## config.mk

```make
export PLATFORM = sky130hd
export DESIGN_NAME = withdraw_ctrl
export DESIGN_NICKNAME = d
export VERILOG_FILES = /design/src/rtl/withdraw_ctrl.sv
export SDC_FILE = /design/constraint.sdc
export NUM_CORES = 1
export LEC_CHECK = 0
export CAP_MARGIN = 20
export CORE_MARGIN = 2
export CORE_UTILIZATION = 60
export CTS_BUF_LIST = sky130_fd_sc_hd__clkbuf_8
export DETAILED_ROUTE_END_ITERATION = 8
export PLACE_DENSITY = 0.95
export SLEW_MARGIN = 20
export SYNTH_ARGS = -nofsm -noshare
export SYNTH_HDL_FRONTEND = slang
export SYNTH_SLANG_ARGS = --single-unit
export TNS_END_PERCENT = 30
```

## constraint.sdc

```tcl
create_clock -name clk -period 6.4 [get_ports clk]
set_input_delay 1.28 -clock clk [delete_from_list [all_inputs] [get_ports clk]]
set_output_delay 1.28 -clock clk [all_outputs]
set_load 0.01 [all_outputs]
```

## src/rtl/withdraw_ctrl.sv

```systemverilog
// Withdrawal controller: owns the account balance, credits deposit pulses,
// and checks each withdraw press against available funds before debiting
// or raising a timed deny indication.
module withdraw_ctrl #(
  parameter int unsigned BAL_W       = 8,
  parameter int unsigned DEP_STEP    = 1,
  parameter int unsigned WD_STEP     = 1,
  parameter int unsigned DENY_CYCLES = 4
) (
  input  logic             clk,
  input  logic             reset,
  input  logic             count_up,
  input  logic             Down_Button,
  output logic [BAL_W-1:0] balance,
  output logic             count_down,
  output logic             deny,
  output logic             full
);

  localparam int unsigned CntW = (DENY_CYCLES > 1) ? $clog2(DENY_CYCLES) : 1;

  localparam logic [BAL_W:0]  MaxBal   = {1'b0, {BAL_W{1'b1}}};
  localparam logic [BAL_W:0]  DepAmt   = (BAL_W + 1)'(DEP_STEP);
  localparam logic [BAL_W:0]  WdAmt    = (BAL_W + 1)'(WD_STEP);
  localparam logic [CntW-1:0] DenyLoad = CntW'(DENY_CYCLES - 1);

  typedef enum logic [2:0] {
    StIdle,
    StCheck,
    StDebit,
    StDeny,
    StWaitRel
  } state_e;

  state_e           state_q, state_d;
  logic [CntW-1:0]  cnt_q, cnt_d;
  logic [BAL_W-1:0] bal_q, bal_d;
  logic [BAL_W:0]   sum;
  logic             debit;

  // Next-state and Moore output decode.
  always_comb begin
    state_d    = state_q;
    cnt_d      = cnt_q;
    count_down = 1'b0;
    deny       = 1'b0;
    debit      = 1'b0;
    case (state_q)
      StIdle: begin
        if (Down_Button) state_d = StCheck;
      end
      StCheck: begin
        // Decision uses the registered balance only; same-cycle credits wait.
        if ({1'b0, bal_q} >= WdAmt) begin
          state_d = StDebit;
        end else begin
          state_d = StDeny;
          cnt_d   = DenyLoad;
        end
      end
      StDebit: begin
        count_down = 1'b1;
        debit      = 1'b1;
        state_d    = StWaitRel;
      end
      StDeny: begin
        deny = 1'b1;
        if (cnt_q == '0) begin
          state_d = StWaitRel;
        end else begin
          cnt_d = cnt_q - CntW'(1);
        end
      end
      StWaitRel: begin
        if (!Down_Button) state_d = StIdle;
      end
      default: begin
        state_d = StIdle;
        cnt_d   = '0;
      end
    endcase
  end

  // Balance update: credit and debit combined in one edge, saturating at the top.
  always_comb begin
    sum = {1'b0, bal_q} + (count_up ? DepAmt : '0) - (debit ? WdAmt : '0);
    if (sum > MaxBal) begin
      bal_d = {BAL_W{1'b1}};
    end else begin
      bal_d = sum[BAL_W-1:0];
    end
  end

  // State, deny counter and balance registers.
  always_ff @(posedge clk or negedge reset) begin
    if (!reset) begin
      state_q <= StIdle;
      cnt_q   <= '0;
      bal_q   <= '0;
    end else begin
      state_q <= state_d;
      cnt_q   <= cnt_d;
      bal_q   <= bal_d;
    end
  end

  assign balance = bal_q;
  assign full    = (bal_q == {BAL_W{1'b1}});

endmodule

```

==> results of run 1 <==
synthesized netlist by cell type, drive strengths merged, types with 2 or more instances:
| cell | count | share of area [%] |
|---|---|---|
| ha | 18 | 22 |
| inv | 14 | 5.0 |
| dfrtp | 13 | 31 |
| a21oi | 9 | 4.3 |
| nand2 | 9 | 3.2 |
| nand2b | 4 | 2.6 |
| nor2 | 4 | 1.7 |
| nor3b | 4 | 2.9 |
| o21ai | 4 | 1.9 |
| xnor2 | 4 | 3.3 |
| a21o | 3 | 2.2 |
| o21bai | 3 | 2.2 |
| mux2 | 2 | 2.2 |
| nand4 | 2 | 1.8 |
| or2 | 2 | 1.2 |
| or3 | 2 | 1.2 |
worst max-delay path by stage:
stage,to,slack [ns],start
3_3_place_gp,balance[1],3.08,count_up
3_5_place_dp,balance[6],2.97,count_up
2_1_floorplan,balance[0],3.54,count_up
5_1_grt,balance[4],3.12,count_up
4_1_cts,balance[6],3.20,count_up
6_report,balance[6],3.19,count_up
per-layer routing:
layer / vias to the layer above / part of all wire, %
met5: - / 0
met4: 0 / 1.9
met3: 7 / 3.8
met2: 22 / 52
met1: 411 / 42
li1: 416 / -
cells by family (layout without fill, tap and decap cells):
kind of cell / Yosys count / after routing / share of synthesized area [%]
multiplexers: 3 / 3 / 3.106
buffers and inverters: 15 / 32 / 5.376
AND/OR/NAND/NOR: 29 / 29 / 15.89
adder cells (fa/ha/maj): 19 / 19 / 23.42
AO/OA/AOI/OAI: 27 / 27 / 16.97
flip-flops: 13 / 13 / 31.06
XOR/XNOR: 5 / 5 / 4.181
flip-flops by register name (all words and copies together), names as in the netlist:
signal and flops:
cnt_q 2, balance 8, state_q 3
area by class of cell:
cell class / count / area share (%)
multi-input cells: 83 / 53.25
flip-flops and latches: 13 / 26.03
repair buffers: 14 / 11.21
inverters: 14 / 4.204
clock buffers: 3 / 3.303
well taps: 17 / 1.702
clock inverters: 1 / 0.3003
metrics by stage:
step	hold slack (ns)	setup WS [ns]
2_1_floorplan	0.4581	3.538
3_3_place_gp	0.4707	3.083
3_5_place_dp	0.4926	2.973
4_1_cts	0.5061	3.204
5_1_grt	0.5254	3.118
6_report	0.5010	3.190
power by group through the flow:
stage | clock, mW | sequential (mW) | combinational, mW
global placement | 0 | 0.161 | 0.474
finish | 0.0732 | 0.161 | 0.505
detailed placement | 0 | 0.163 | 0.503
CTS | 0.0741 | 0.162 | 0.507
global route | 0.0782 | 0.167 | 0.559
floorplan | 0 | 0.160 | 0.358
worst max-delay path: cells and delay by family:
family | cells | cell delay (ns)
adders and majority gates | 2 | 0.68
and+or+nand+nor | 3 | 0.51
buffers and inverters | 1 | 0.40
AOI/OAI and AO/OA | 1 | 0.32
muxes | 1 | 0.13
==> metrics.txt, run 1 <==
ys flop type dfrtp_1; flop2flop setup slack roughly 3.7 ns; Synth Area per Inst 9.435 sq um; drt via density slightly below 6; Worst Min Path Start cnt_q[1]; switching fraction of total power around 46%; Core Util, Final between 70 and 80%; height of the die about 46 microns; Vias approximately 860; vias in the first global route between 800 and 900; CP Max Fanout 6; CP Cell Sequence clkdlybuf4s50_1, ha_1, fa_1, a211o_1, nand4_2, mux2i_1, nor2_2, nand2_1; Remaining DRCs 0; total power 0.7392 mW; Pre-antenna DRT Iters 4; final setup TNS 0 ns; Clk Latency, worst-skew pair 0.25 ns; Tmin final ~3.2 ns; class of the worst hold path reg2reg; area of the multi-input gates roughly 670 sq um; Reg area roughly 330 sq um; gpl congestion 0.8601; Initial Util roughly three fifths; Net Sw Power ~0.34 mW; Internal Pwr Total around 0.40 mW; Max Fclk 311.5 MHz; drt initial violations 14; die area between 2000 and 2500 sq um; ANT cells 0; post-synthesis sequential area ratio between 30 and 40%; Synth cell types 35; WL final between 2000 and 2500 microns; CP Class in2reg; Routed Antenna Nets 0; Area after DPL roughly 1200 sq um; Worst path slowest cell fa_1; Final Hold Viols 0; cell area after synthesis roughly 1000 sq um; drt wl/cell 15.26 microns; combinational power share between 60% and 70%; CP startpoint kind primary input; static leakage power slightly above 0.6 nW; status finished, final reports clean; Net count, final 152; Die X roughly 46 microns; Worst Clk Skew between 0.008 and 0.009 ns; hold path depth 1; Worst R2R Start state_q[1]; Min-Delay Endpoint cnt_q[1]; antenna violations before repair 0; cell depth of the worst flop-to-flop path 10; synth warn 0; Post-CTS Setup Bufs 0; crit path DAT around 3.3 ns; share of cells above drive strength 1 under 10%; post-synthesis cell count 111; Yosys reg bits 13; TritonCTS Buffers 3; clock-pin slew on the worst setup and hold paths 0.06 ns; final global-route overflow total 0; pwr dens between 500 and 600 nW/um^2; power share of the clock group 9.9%; Slew headroom around three fifths; CTS Buffer Depth 2; fin crit share between 50% and 60%; Slew Viols, Final 0; number of flops mapped to enable cells by yosys 0; All-Layer GR Usage approximately a quarter; Crit path largest cell delay approximately 0.43 ns; Placed Cells approximately 140; hold buffer count at CTS 0; number of cell rows 15; Ports 15; grt peak-use layer met2; most frequent cells in the layout ha_1 (18), inv_1 (15), clkdlybuf4s50_1 (14); Mapped Nets 134; reg2reg end balance[6]; Final setup viols 0; most common cell after layout, fill and taps aside ha_1; asr flop ratio synth 100.0%; Max VDD drop between 0.3 and 0.4 mV; Core ar. 1689 sq um; CTS root buf clkbuf_8; CTS Sinks 13; met2 usage in global routing 42.54%; H-tree depth 1; fillers about 120; GR Util met3 5.556%; Post-CTS Resized 0; GRT met1 Usage 28.08%; global-route wire length before repair ~3600 microns; post-route cell area 1250 sq um; count of input and output buffers 14; hpwl dp around 1800 microns; Worst Tran Pin Value ~0.62 ns; non-filler cells, final ~150; largest net degree at the start of global routing 14; max-capacitance violation count 0; RSZ-0062 raised after global routing no; WP data required about 6.5 ns; Crit. End Element flop; CTS tree done; Flop pwr share a little over a fifth; synthesis-to-layout area growth 19.35%
Note: power is estimated with default switching activity, not from simulation.
==> inputs of run 2 (changes only) <==
--- a/config.mk
+++ b/config.mk
@@ -7,10 +7,10 @@
 export LEC_CHECK = 0
 export CAP_MARGIN = 20
 export CORE_MARGIN = 2
-export CORE_UTILIZATION = 60
+export CORE_UTILIZATION = 56
 export CTS_BUF_LIST = sky130_fd_sc_hd__clkbuf_8
 export DETAILED_ROUTE_END_ITERATION = 8
-export PLACE_DENSITY = 0.95
+export PLACE_DENSITY = 0.94
 export SLEW_MARGIN = 20
 export SYNTH_ARGS = -nofsm -noshare
 export SYNTH_HDL_FRONTEND = slang
==> constraint.sdc (replaced) <==
create_clock -name clk -period 3.1 [get_ports clk]
set_input_delay 0.62 -clock clk [delete_from_list [all_inputs] [get_ports clk]]
set_output_delay 0.62 -clock clk [all_outputs]
set_load 0.01 [all_outputs]
==> metrics.txt, run 2 (synthesized netlist as in run 1, its figures left out) <==
Routed Antenna Nets 0 (unchanged); static leakage power 0.6228 nW (unchanged); CP most frequent cell ha_1; final hold slack 0.5221 ns (was 0.5010 ns); Slew headroom 58.43% (was 58.32%); Max VDD drop 0.6954 mV (was 0.3035 mV); CTS tree done (unchanged); most common cell after layout, fill and taps aside ha_1 (unchanged); Critical Path Source state_q[1] (was count_up); synthesis-to-layout area growth 20.31% (was 19.35%); Clk Latency, worst-skew pair 0.25 ns (about the same); WP data required 3.22 ns (was 6.51 ns); Remaining DRCs 0 (unchanged); Crit. End Element flop (unchanged); crit path to balance[0] (was balance[6]); Final setup viols 0 (unchanged); WL final 2347 microns (was 2213 microns); ANT cells 0 (unchanged); hpwl dp 1835 microns (was 1780 microns); max-capacitance violation count 0 (unchanged); Initial Util 60.00% (was 62.00%); CTS Sinks 13 (unchanged); pwr dens 1221 nW/um^2 (was 591.4 nW/um^2); Placed Cells 149 (was 141); drt via density 5.660 (was 5.903); CP Cell Sequence nor3b_1, ha_1, inv_1, ha_1, fa_1, a211o_1, nand4_2, mux2i_1, or3_1 (was clkdlybuf4s50_1, ha_1, fa_1, a211o_1, nand4_2, mux2i_1, nor2_2, nand2_1); hold buffer count at CTS 0 (unchanged); Crit path largest cell delay 0.47 ns (was 0.43 ns); non-filler cells, final 153 (was 145); post-route cell area 1260 sq um (was 1250 sq um); H-tree depth 1 (unchanged); TritonCTS Buffers 3 (unchanged); class of the worst hold path reg2reg (unchanged); Area after DPL 1215 sq um (was 1205 sq um); Worst Tran Pin Value 0.6215 ns (was 0.6233 ns); Max Fclk between 300 and 400 MHz; crit path DAT 2.75 ns (was 3.32 ns); CP startpoint kind flop (was primary input); Slew Viols, Final 0 (unchanged); final setup TNS 0 ns (unchanged); Pre-antenna DRT Iters 4 (unchanged); status finished, final reports clean (unchanged); Worst path slowest cell dfrtp_1 (was fa_1); Ports 15 (unchanged); CP Class reg2reg (was in2reg); global-route wire length before repair 3719 microns (was 3574 microns); antenna violations before repair 0 (unchanged); clock-pin slew on the worst setup and hold paths 0.06 ns (about the same); die area 2232 sq um (was 2096 sq um); Post-CTS Setup Bufs 0 (unchanged); cell depth of the worst flop-to-flop path 9 (was 10); most frequent cells in the layout ha_1 (18), inv_1 (15), clkdlybuf4s50_1 (14) (unchanged); final global-route overflow total 0 (unchanged); Tmin final approximately 2.6 ns; drt initial violations 23 (was 14); All-Layer GR Usage 24.47% (was 24.28%); RSZ-0062 raised after global routing no (unchanged); height of the die 47.25 microns (was 45.78 microns); flop2flop setup slack 0.47 ns (was 3.67 ns); count of input and output buffers 14 (unchanged); share of cells above drive strength 1 5.469% (unchanged); Net count, final 152 (unchanged); Die X 47.25 microns (was 45.78 microns); gpl congestion 0.8497 (was 0.8601); Largest register FFs 8 (unchanged); fin crit share 84.84%; Final Hold Viols 0 (unchanged); CTS Buffer Depth 2 (unchanged); number of cell rows 15 (unchanged); Core ar. 1745 sq um (was 1689 sq um); CTS root buf clkbuf_8 (unchanged); largest net degree at the start of global routing 14 (unchanged); vias in the first global route 844 (was 832); Post-CTS Resized 0 (unchanged); Worst Clk Skew 0.003297 ns (was 0.008921 ns); total power 1.538 mW (was 0.7392 mW); Vias 866 (was 856); CP Max Fanout 10 (was 6); reg2reg end balance[0] (was balance[6]); Worst R2R Start state_q[1] (unchanged); Worst Min Path Start cnt_q[0] (was cnt_q[1]); drt wl/cell 15.34 microns (was 15.26 microns)
run 2: layer usage:
layer / global-route usage, % / vias to the layer above / routed length [microns]
met5: 0 / - / 0
met4: 16.11 / 0 / 80
met3: 5.000 / 9 / 76
met2: 39.73 / 26 / 1197
met1: 28.94 / 410 / 993
li1: - / 421 / -
run 2: metrics by stage:
stage          setup WS, ns  utilization (%)
2_1_floorplan        0.3564                -
3_3_place_gp         0.4428            69.61
3_5_place_dp         0.3816            69.61
4_1_cts              0.4719            72.19
5_1_grt              0.2975            72.19
6_report             0.4700            72.19
run 2: worst max-delay path: cells and delay by family, from the launching register on:
family / cells / cell delay [ns]
adder cells (fa/ha/maj): 3 / 0.92
AND/OR/NAND/NOR: 3 / 0.67
flip-flops: 1 / 0.47
AO/OA/AOI/OAI: 1 / 0.31
multiplexers: 1 / 0.11
buffers and inverters: 1 / 0.04
run 2: cell type report:
| cell class | instances | area (sq um) |
|---|---|---|
| clock buffer | 3 | 41.29 |
| tap | 25 | 31.28 |
| clock inverter | 1 | 3.754 |
| inverter | 14 | 52.55 |
| multi-input combinational | 83 | 665.6 |
| timing repair buffer | 14 | 140.1 |
| sequential | 13 | 325.3 |
| fill | 123 | 485.5 |
run 2: where the power goes:
group / internal, mW / leakage [nW] / switching, mW
Clock: 0.0876 / 0.0269 / 0.0625
Combinational: 0.490 / 0.449 / 0.558
Sequential: 0.250 / 0.147 / 0.0907
Total: 0.827 / 0.623 / 0.712
run 2: worst min-delay path by stage:
stage / endpoint / slack, ns / depth (start not counted)
2_1_floorplan: balance[0] / 0.32 / 0
3_3_place_gp: cnt_q[1] / 0.47 / 1
3_5_place_dp: cnt_q[0] / 0.52 / 1
4_1_cts: cnt_q[0] / 0.53 / 1
5_1_grt: cnt_q[0] / 0.56 / 1
6_report: cnt_q[0] / 0.52 / 1
==> inputs of run 3 (changes only) <==
==> constraint.sdc (replaced) <==
create_clock -name clk -period 2.47 [get_ports clk]
set_input_delay 0.494 -clock clk [delete_from_list [all_inputs] [get_ports clk]]
set_output_delay 0.494 -clock clk [all_outputs]
set_load 0.01 [all_outputs]
==> metrics.txt, run 3 (synthesized netlist as in run 1, its figures left out) <==
TritonCTS Buffers 3 (unchanged); Crit path largest cell delay 0.38 ns (was 0.47 ns); GR Util met3 5.385% (was 5.000%); All-Layer GR Usage 24.94% (was 24.47%); Final setup viols 0 (unchanged); Remaining DRCs 0 (unchanged); static leakage power 0.6553 nW (was 0.6228 nW); final setup TNS 0 ns (unchanged); hpwl dp 1816 microns (was 1835 microns); synthesis-to-layout area growth 28.20% (was 20.31%); Pre-antenna DRT Iters 4 (unchanged); Tmin final 2.365 ns (was 2.630 ns); Worst R2R Start state_q[1] (unchanged); H-tree depth 1 (unchanged); flop2flop setup slack 0.11 ns (was 0.47 ns); Initial Util 60.00% (unchanged); Crit. End Element flop (unchanged); met2 usage in global routing 46.22% (was 39.73%); WP data required 2.59 ns (was 3.22 ns); Routed Antenna Nets 0 (unchanged); Final Hold Viols 0 (unchanged); Reg area 325.3 sq um (unchanged); WL final 2544 microns (was 2347 microns); clock-pin slew on the worst setup and hold paths 0.06 ns (about the same); largest net degree at the start of global routing 14 (unchanged); reg2reg end balance[6] (was balance[0]); Largest register FFs 8 (unchanged); Die X 47.25 microns (unchanged); fin crit share 95.74% (was 84.84%); drt via density 5.656 (was 5.660); cell depth of the worst flop-to-flop path 10 (was 9); CP Class reg2reg (unchanged); final global-route overflow total 0 (unchanged); global-route wire length before repair 3732 microns (was 3719 microns); vias in the first global route 847 (was 844); CP Max Fanout 2 (was 10); height of the die 47.25 microns (unchanged); RSZ-0062 raised after global routing no (unchanged); antenna violations before repair 0 (unchanged); CTS Buffer Depth 2 (unchanged); Worst path slowest cell dfrtp_1 (unchanged); crit path DAT 2.49 ns (was 2.75 ns); ANT cells 0 (unchanged); Critical Path Source state_q[1] (unchanged); max-capacitance violation count 0 (unchanged); area of the multi-input gates 695.7 sq um (was 665.6 sq um); share of cells above drive strength 1 13.33% (was 5.469%); Worst Clk Skew 0.006727 ns (was 0.003297 ns); post-route cell area 1343 sq um (was 1260 sq um); crit path to balance[6] (was balance[0]); CTS Sinks 13 (unchanged); drt wl/cell 15.90 microns (was 15.34 microns); Clk Latency, worst-skew pair 0.25 ns (about the same); most common cell after layout, fill and taps aside ha_1 (unchanged); class of the worst hold path reg2reg (unchanged); pwr dens 1539 nW/um^2 (was 1221 nW/um^2); number of cell rows 15 (unchanged); count of input and output buffers 14 (unchanged); die area 2232 sq um (unchanged); gpl congestion 0.8631 (was 0.8497); Ports 15 (unchanged); Net count, final 159 (was 152); Core ar. 1745 sq um (unchanged); CP Cell Sequence nor3b_4, ha_1, inv_1, ha_4, fa_2, a211o_1, a31oi_1, o21bai_1, xnor2_1, nand2_1 (was nor3b_1, ha_1, inv_1, ha_1, fa_1, a211o_1, nand4_2, mux2i_1, or3_1); Max Fclk 422.9 MHz (was 380.2 MHz); CTS tree done (unchanged); grt peak-use layer met2 (unchanged); Max VDD drop 0.9420 mV (was 0.6954 mV); drt initial violations 17 (was 23); total power 2.067 mW (was 1.538 mW); Area after DPL 1279 sq um (was 1215 sq um); fillers 105 (was 123); most frequent cells in the layout ha_1 (17), inv_1 (15), clkdlybuf4s50_1 (14) (was ha_1 (18), inv_1 (15), clkdlybuf4s50_1 (14)); GRT met1 Usage 27.29% (was 28.94%); Slew Viols, Final 0 (unchanged); CP startpoint kind flop (unchanged); status finished, final reports clean (unchanged); CTS root buf clkbuf_8 (unchanged); Slew headroom 56.35% (was 58.43%); Vias 905 (was 866); Worst Tran Pin Value 0.6526 ns (was 0.6215 ns)
[run 3: how the worst min path moves through the flow]
stage / startpoint / slack [ns] / endpoint / depth (start not counted)
floorplan: reset / 0.20 / balance[0] / 0
CTS: cnt_q[1] / 0.50 / cnt_q[1] / 1
global placement: cnt_q[1] / 0.47 / cnt_q[1] / 1
finish: cnt_q[1] / 0.50 / cnt_q[1] / 1
detailed placement: cnt_q[1] / 0.49 / cnt_q[1] / 1
global route: cnt_q[1] / 0.53 / cnt_q[1] / 1
[run 3: where the power goes]
group / internal [mW] / leakage [nW] / total [mW] / switching, mW
Sequential: 0.313 / 0.147 / 0.408 / 0.0949
Combinational: 0.696 / 0.481 / 1.46 / 0.769
Clock: 0.110 / 0.0269 / 0.194 / 0.0842
Total: 1.12 / 0.655 / 2.07 / 0.948
[run 3: worst max-delay path, delay by kind of cell, from the launching register on]
kind / cells / cell delay (ns)
AOI/OAI and AO/OA: 3 / 0.62
xor gates and xnor gates: 1 / 0.19
adders and majority gates: 3 / 0.77
buffers and inverters: 1 / 0.06
DFF: 1 / 0.38
and+or+nand+nor: 2 / 0.22
[run 3: layout make-up]
| cell class | count | area share (%) |
|---|---|---|
| multi-input combinational | 83 | 51.82 |
| sequential | 13 | 24.23 |
| timing repair buffer | 21 | 14.35 |
| inverter | 14 | 3.914 |
| clock buffer | 3 | 3.075 |
| tap | 25 | 2.330 |
| clock inverter | 1 | 0.2796 |
[run 3: timing repair]
action,CTS,global route
endpoints found under the setup margin,8,7
resized for setup,1,0
setup buffers,0,2
pin swaps,0,5
hold buffers,0,0
[run 3: layer usage]
layer,up-vias,routed length [microns]
met3,13,104
met2,32,1353
met5,-,0
li1,432,-
met1,428,1002
met4,0,84
[run 3: per-stage QoR]
stage | setup slack [ns] | util [%] | hold WS, ns | instances
after global placement | 0.01204 | 73.26 | 0.4704 | 154
final | 0.1053 | 76.92 | 0.4969 | 160
after floorplan | 0.007451 | - | 0.1984 | 111
after global routing | 0.01470 | 76.92 | 0.5270 | 160
after CTS | 0.04666 | 76.06 | 0.5010 | 158
after detailed placement | -0.08340 | 73.26 | 0.4888 | 154
